==> config.mk <==
export PLATFORM = sky130hd
export DESIGN_NAME = cmos_splice_ctrl
export DESIGN_NICKNAME = d
export VERILOG_FILES = /design/src/rtl/cmos_splice_pkg.sv /design/src/rtl/cmos_vsync_edge.sv /design/src/rtl/cmos_splice_ctrl.sv
export SDC_FILE = /design/constraint.sdc
export NUM_CORES = 1
export LEC_CHECK = 0
export ABC_CLOCK_PERIOD_IN_PS = 1700
export BUFFER_PORTS_ARGS = -buffer_cell sky130_fd_sc_hd__buf_2
export CORE_ASPECT_RATIO = 0.9
export CORE_MARGIN = 1
export CORE_UTILIZATION = 35
export CTS_BUF_LIST = sky130_fd_sc_hd__clkbuf_8
export DETAILED_ROUTE_END_ITERATION = 8
export PLACE_DENSITY = 0.65
export SYNTH_ARGS = -nofsm -noshare
export SYNTH_HDL_FRONTEND = slang
export SYNTH_SLANG_ARGS = --single-unit
export TNS_END_PERCENT = 20
==> constraint.sdc <==
create_clock -name cmos0_pclk -period 1.7 [get_ports cmos0_pclk]
set_input_delay 0.34 -clock cmos0_pclk [delete_from_list [all_inputs] [get_ports cmos0_pclk]]
set_output_delay 0.34 -clock cmos0_pclk [all_outputs]
set_load 0.01 [all_outputs]
==> src/rtl/cmos_splice_pkg.sv <==
`default_nettype none
// +------------------------------------------------------------------+
// | cmos_splice_pkg : shared types and defaults for the splice ctrl  |
// | Revision 1.0                                                     |
// +------------------------------------------------------------------+
package cmos_splice_pkg;

  localparam int c_H_ACT   = 640;
  localparam int c_OFFSET  = 98;
  localparam int c_H_BLANK = 16;
  localparam int c_V_LINES = 480;

  localparam int c_PCNT_W  = 11;
  localparam int c_LINE_W  = 10;

  typedef enum logic [2:0] {
    ST_IDLE  = 3'd0,
    ST_WAIT  = 3'd1,
    ST_RD1   = 3'd2,
    ST_RD0   = 3'd3,
    ST_DROP1 = 3'd4,
    ST_BLANK = 3'd5
  } splice_state_t;

endpackage
`default_nettype wire

==> src/rtl/cmos_vsync_edge.sv <==
`default_nettype none
// +------------------------------------------------------------------+
// | cmos_vsync_edge : registered rising-edge detector / 1-cycle delay|
// | Revision 1.0                                                     |
// +------------------------------------------------------------------+
module cmos_vsync_edge (
  input  logic clk,
  input  logic rst_n,
  input  logic i_sig,
  output logic o_sig_dly,
  output logic o_sig_rise
);

  logic r_sig_dly;

  always_ff @(posedge clk or negedge rst_n) begin
    if (!rst_n) begin
      r_sig_dly <= 1'b0;
    end else begin
      r_sig_dly <= i_sig;
    end
  end

  assign o_sig_dly  = r_sig_dly;
  assign o_sig_rise = i_sig & ~r_sig_dly;

endmodule
`default_nettype wire

==> src/rtl/cmos_splice_ctrl.sv <==
`default_nettype none
// +------------------------------------------------------------------+
// | cmos_splice_ctrl : per-line read scheduler for dual-camera splice|
// | Optional: SPLICE_UNDERFLOW_CHK_EN enables sticky underflow flag.  |
// | Revision 1.0                                                     |
// +------------------------------------------------------------------+
module cmos_splice_ctrl
  import cmos_splice_pkg::*;
#(
  parameter int H_ACT   = c_H_ACT,
  parameter int OFFSET  = c_OFFSET,
  parameter int H_BLANK = c_H_BLANK,
  parameter int V_LINES = c_V_LINES
) (
  input  logic                cmos0_pclk,
  input  logic                sys_rst_n,
  input  logic                cam0_vsync,
  input  logic                splice_mode,
  input  logic                cam0_line_rdy,
  input  logic                cam1_line_rdy,
  input  logic                cam0_empty,
  input  logic                cam1_empty,
  output logic                cam0_rd_en,
  output logic                cam1_rd_en,
  output logic                pix_sel,
  output logic                pixel_href,
  output logic                pixel_vsync,
  output logic [c_LINE_W-1:0] line_cnt,
  output logic                underflow
);

  localparam logic [c_PCNT_W-1:0] c_LEN_FULL  = c_PCNT_W'(H_ACT - 1);
  localparam logic [c_PCNT_W-1:0] c_LEN_OFF   = c_PCNT_W'(OFFSET - 1);
  localparam logic [c_PCNT_W-1:0] c_LEN_DROP  = c_PCNT_W'(H_ACT - OFFSET - 1);
  localparam logic [c_PCNT_W-1:0] c_LEN_BLANK = c_PCNT_W'(H_BLANK - 1);
  localparam logic [c_LINE_W-1:0] c_LAST_LINE = c_LINE_W'(V_LINES - 1);

  splice_state_t       r_state;
  logic [c_PCNT_W-1:0] r_pcnt;
  logic [c_LINE_W-1:0] r_line;
  logic                r_mode;
  logic                r_cam0_rd;
  logic                r_cam1_rd;
  logic                r_href;
  logic                r_pix_sel;
  logic                w_vs_rise;
  logic                w_rd1_end;

  cmos_vsync_edge u_vsync_edge (
    .clk        (cmos0_pclk),
    .rst_n      (sys_rst_n),
    .i_sig      (cam0_vsync),
    .o_sig_dly  (pixel_vsync),
    .o_sig_rise (w_vs_rise)
  );

  assign w_rd1_end = (r_pcnt == (r_mode ? c_LEN_OFF : c_LEN_FULL));

  // href/pix_sel trail the read enables by one cycle to line up with FIFO Q
  always_ff @(posedge cmos0_pclk or negedge sys_rst_n) begin
    if (!sys_rst_n) begin
      r_state   <= ST_IDLE;
      r_pcnt    <= '0;
      r_line    <= '0;
      r_mode    <= 1'b0;
      r_cam0_rd <= 1'b0;
      r_cam1_rd <= 1'b0;
      r_href    <= 1'b0;
      r_pix_sel <= 1'b0;
    end else begin
      r_href    <= (r_state == ST_RD1) || (r_state == ST_RD0);
      r_pix_sel <= (r_state == ST_RD0);
      if (w_vs_rise) begin
        r_state   <= ST_WAIT;
        r_pcnt    <= '0;
        r_line    <= '0;
        r_mode    <= splice_mode;
        r_cam0_rd <= 1'b0;
        r_cam1_rd <= 1'b0;
      end else begin
        case (r_state)
          ST_IDLE: begin
            r_cam0_rd <= 1'b0;
            r_cam1_rd <= 1'b0;
          end
          ST_WAIT: begin
            if (cam0_line_rdy && cam1_line_rdy) begin
              r_state   <= ST_RD1;
              r_pcnt    <= '0;
              r_cam1_rd <= 1'b1;
            end
          end
          ST_RD1: begin
            if (w_rd1_end) begin
              r_state   <= ST_RD0;
              r_pcnt    <= '0;
              r_cam1_rd <= 1'b0;
              r_cam0_rd <= 1'b1;
            end else begin
              r_pcnt <= r_pcnt + c_PCNT_W'(1);
            end
          end
          ST_RD0: begin
            if (r_pcnt == c_LEN_FULL) begin
              r_pcnt    <= '0;
              r_cam0_rd <= 1'b0;
              if (r_mode) begin
                r_state   <= ST_DROP1;
                r_cam1_rd <= 1'b1;
              end else begin
                r_state <= ST_BLANK;
              end
            end else begin
              r_pcnt <= r_pcnt + c_PCNT_W'(1);
            end
          end
          ST_DROP1: begin
            if (r_pcnt == c_LEN_DROP) begin
              r_state   <= ST_BLANK;
              r_pcnt    <= '0;
              r_cam1_rd <= 1'b0;
            end else begin
              r_pcnt <= r_pcnt + c_PCNT_W'(1);
            end
          end
          ST_BLANK: begin
            if (r_pcnt == c_LEN_BLANK) begin
              r_pcnt  <= '0;
              r_line  <= r_line + c_LINE_W'(1);
              r_state <= (r_line == c_LAST_LINE) ? ST_IDLE : ST_WAIT;
            end else begin
              r_pcnt <= r_pcnt + c_PCNT_W'(1);
            end
          end
          default: begin
            r_state   <= ST_IDLE;
            r_pcnt    <= '0;
            r_cam0_rd <= 1'b0;
            r_cam1_rd <= 1'b0;
          end
        endcase
      end
    end
  end

`ifdef SPLICE_UNDERFLOW_CHK_EN
  logic r_underflow;

  always_ff @(posedge cmos0_pclk or negedge sys_rst_n) begin
    if (!sys_rst_n) begin
      r_underflow <= 1'b0;
    end else if (w_vs_rise) begin
      r_underflow <= 1'b0;
    end else if ((r_cam0_rd && cam0_empty) || (r_cam1_rd && cam1_empty)) begin
      r_underflow <= 1'b1;
    end
  end

  assign underflow = r_underflow;
`else
  logic w_unused_empty;
  assign w_unused_empty = cam0_empty ^ cam1_empty;
  assign underflow      = 1'b0;
`endif

  assign cam0_rd_en = r_cam0_rd;
  assign cam1_rd_en = r_cam1_rd;
  assign pix_sel    = r_pix_sel;
  assign pixel_href = r_href;
  assign line_cnt   = r_line;

endmodule
`default_nettype wire

==> summary.md <==
| Metric | Value |
|---|---|
| DRC | `0` |
| Synth warn | `0` |
| Post-Syn Instances | `189` |
| Vias | `1,572` |
| Crit. path cell count | `8` |
| Leak | `roughly 0.0010 uW` |
| Die Ht | `68.88 um` |
| Area grow syn2layout | `29.42%` |
| Outcome | `completed` |
| Crit path buffers/inverters | `2` |
| ANT cells | `0` |
| TritonCTS clock tree | `built` |
| Worst-Skew Late Latency | `~280 ps` |
| CP Class | `reg2reg` |
| Crit. End Element | `register` |
| Drt first pass iters | `4` |
| FF+latch count, synth | `30` |
| Critical Path Fanout Max | `8` |
| Inserted Clock Buffers | `5` |
| Final Hold Fails | `0` |
| Pwr dens | `1030 nW/um2` |
| Die ar. | `roughly 5300 um2` |
| Sequential area share after synthesis | `0.4317` |
| Final Core Density | `0.4889` |
| R2R depth | `8` |
| CORE AREA | `4604 um2` |
| Layout cells sized above 1 | `0.3460` |
| Most frequent cells in the layout | `29 x buf_4, 27 x nand2_1, 25 x dfrtp_1` |
| Crit path cell chain | `buf_6 -> inv_2 -> ha_4 -> nand4_1 -> o211ai_1 -> nand2_2 -> nand2_4 -> o22ai_1` |
| Slew Limit Fails | `0` |
| Worst IR Drop VDD | `0.5303 mV` |
| Worst-Margin Slew | `between 600 and 700 ps` |
| Chip Width | `76.31 um` |
| Distinct cells, synth | `45` |
| Longest Clk Path Bufs | `2` |
| Clock Tree Root | `clkbuf_8` |
| Vias in the first global route | `1,555` |
| RSZ-0062 raised after global routing | `true` |
| Initial Util | `0.3777` |
| Routed wire length | `around 4200 um` |
| Setup TNS | `0 ps` |
| Hold buffer count at cts | `0` |
| Syn Area/Cell | `9.202 um2` |
| Worst hold margin | `97.81 ps` |
| Async set or reset register ratio after synthesis | `1.000` |
| Setup Skew | `10.04 ps` |
| Final setup vio count | `0` |
| IO Count | `24` |
| Largest net degree at the start of global routing | `31` |
| Avg WL per Cell | `14.12 um` |
| Hpwl dp | `3113 um` |
| CP max-delay cell | `dfrtp_2` |
| Antenna Nets Post-Route | `0` |
| FP Rows | `23` |
| F_max | `about 590 MHz` |
| Clk sink count | `30` |
| Final Critical Period | `between 1500 and 2000 ps` |
| Port buffer count | `20` |
| CTS H-tree lvls | `2` |
| Post-synth EDFFs | `0` |
| Max-Cap Viols | `0` |
| R2r setup slk | `20 ps` |
| Nets | `247` |
| Delay-heaviest family, CP | `flip-flops` |
| Max_slew headroom | `0.5407` |
| Main flop type after synthesis | `dfrtp_1` |
| Cell area after synthesis | `1739 um2` |
| Final period util | `0.9903` |
| Startpoint Class | `register` |
| WP data required | `1860 ps` |
| Worst EP arrival | `1840 ps` |
| GRT Util Overall | `0.1818` |
| Commonest non-fill, non-tap cell in the layout | `buf_4` |
| Crit path largest cell delay | `450 ps` |
| CTS clk-pin slew, worst paths | `around 70 ps` |
| 1st-iter DRT viols | `80` |
| Tightest Hold Check Type | `in2async` |
| Initial antenna violation count | `0` |
| Via/cell ratio | `5.258` |
| RD Place Congestion | `0.7825` |
| First-pass GRT wire length | `7251 um` |
| GRT overflow | `0` |
| Mapped Nets | `200` |
==> final cells by class <==
cell class                      instances  area (um2)
Clock inverter                          2       8.758
Sequential cell                        30       757.0
Multi-Input combinational cell        144       977.2
Timing Repair Buffer                   50       329.1
Inverter                                5       18.77
Tap cell                               62       77.57
Fill cell                             440        2354
Clock buffer                            6       82.58
==> synthesized netlist by cell type, types with 2 or more instances <==
cell | number | share of area
nor3_4 | 2 | 0.019
xor2_1 | 10 | 0.050
xnor2_1 | 5 | 0.025
o21ai_0 | 8 | 0.023
clkbuf_1 | 5 | 0.011
and3_1 | 7 | 0.025
buf_2 | 4 | 0.012
ha_1 | 3 | 0.022
nand2_1 | 27 | 0.058
nor2b_1 | 2 | 0.0072
nor3_1 | 2 | 0.0058
nand3_1 | 5 | 0.014
o21ai_1 | 9 | 0.026
nand4_1 | 8 | 0.029
o22ai_1 | 2 | 0.0072
nand2b_1 | 3 | 0.011
a31oi_1 | 4 | 0.014
a21oi_1 | 9 | 0.026
inv_1 | 4 | 0.0086
dfrtp_1 | 30 | 0.43
nor2_1 | 14 | 0.030
nand4b_1 | 2 | 0.010
nand2_2 | 2 | 0.0072
==> registers in the layout, indices dropped and copies added (netlist names) <==
register / flops
line_cnt: 10
r_state: 3
pixel_href: 1
u_vsync_edge.o_sig_dly: 1
pix_sel: 1
cam1_rd_en: 1
r_mode: 1
cam0_rd_en: 1
r_pcnt: 11
==> where the power goes <==
part,switching [uW],leakage [uW],internal [uW]
sequential,72.5,0.000401,786
clock,265,0.0000524,320
combinational,499,0.000593,378
total,836,0.00105,1480
==> timing repair <==
item,in CTS,in global routing
setup buffers,0,2
resized for setup,2,14
pin swaps,1,13
setup endpoints to repair,11,19
==> worst paths after layout <==
path / endpoint / from
min in group cmos0_pclk: u_vsync_edge.o_sig_dly$_DFF_PN0_ / cam0_vsync
max in group asynchronous: r_pcnt[3]$_DFFE_PN0P_ / sys_rst_n
hold / removal: r_state[2]$_DFFE_PN0P_ / sys_rst_n
hold reg to reg: cam1_rd_en$_DFFE_PN0P_ / cam1_rd_en$_DFFE_PN0P_
setup / recovery: r_pcnt[1]$_DFFE_PN0P_ / r_pcnt[1]$_DFFE_PN0P_
setup reg to reg: r_pcnt[1]$_DFFE_PN0P_ / r_pcnt[1]$_DFFE_PN0P_
==> through the flow <==
stage                     total power [uW]  instances  worst slack (ps)  cell area, um2
final                                 2319        299             16.55            2251
after detailed placement              1670        289            -58.65            2083
after floorplan                       1370        189            -2.478            1742
after global routing                  2468        299            -70.44            2251
after CTS                             2277        297             5.420            2190
after global placement                1660        289            -33.49            2083
==> cells by family after synthesis <==
| family | synth area share |
|---|---|
| AOI/OAI and AO/OA | 0.1424 |
| adders and majority gates | 0.02159 |
| other | 0.002156 |
| buffers and inverters | 0.03741 |
| and+or+nand+nor | 0.2892 |
| DFF | 0.4317 |
| xor gates and xnor gates | 0.07554 |
==> per-layer routing <==
metal / GRT usage / vias up / routed length (um)
li1: - / 760 / -
met1: 0.2377 / 776 / 2089
met2: 0.2950 / 32 / 1928
met3: 0.03158 / 4 / 132
met4: 0.09375 / 0 / 72
met5: 0 / - / 0
Note: power is estimated with default switching activity, not from simulation.
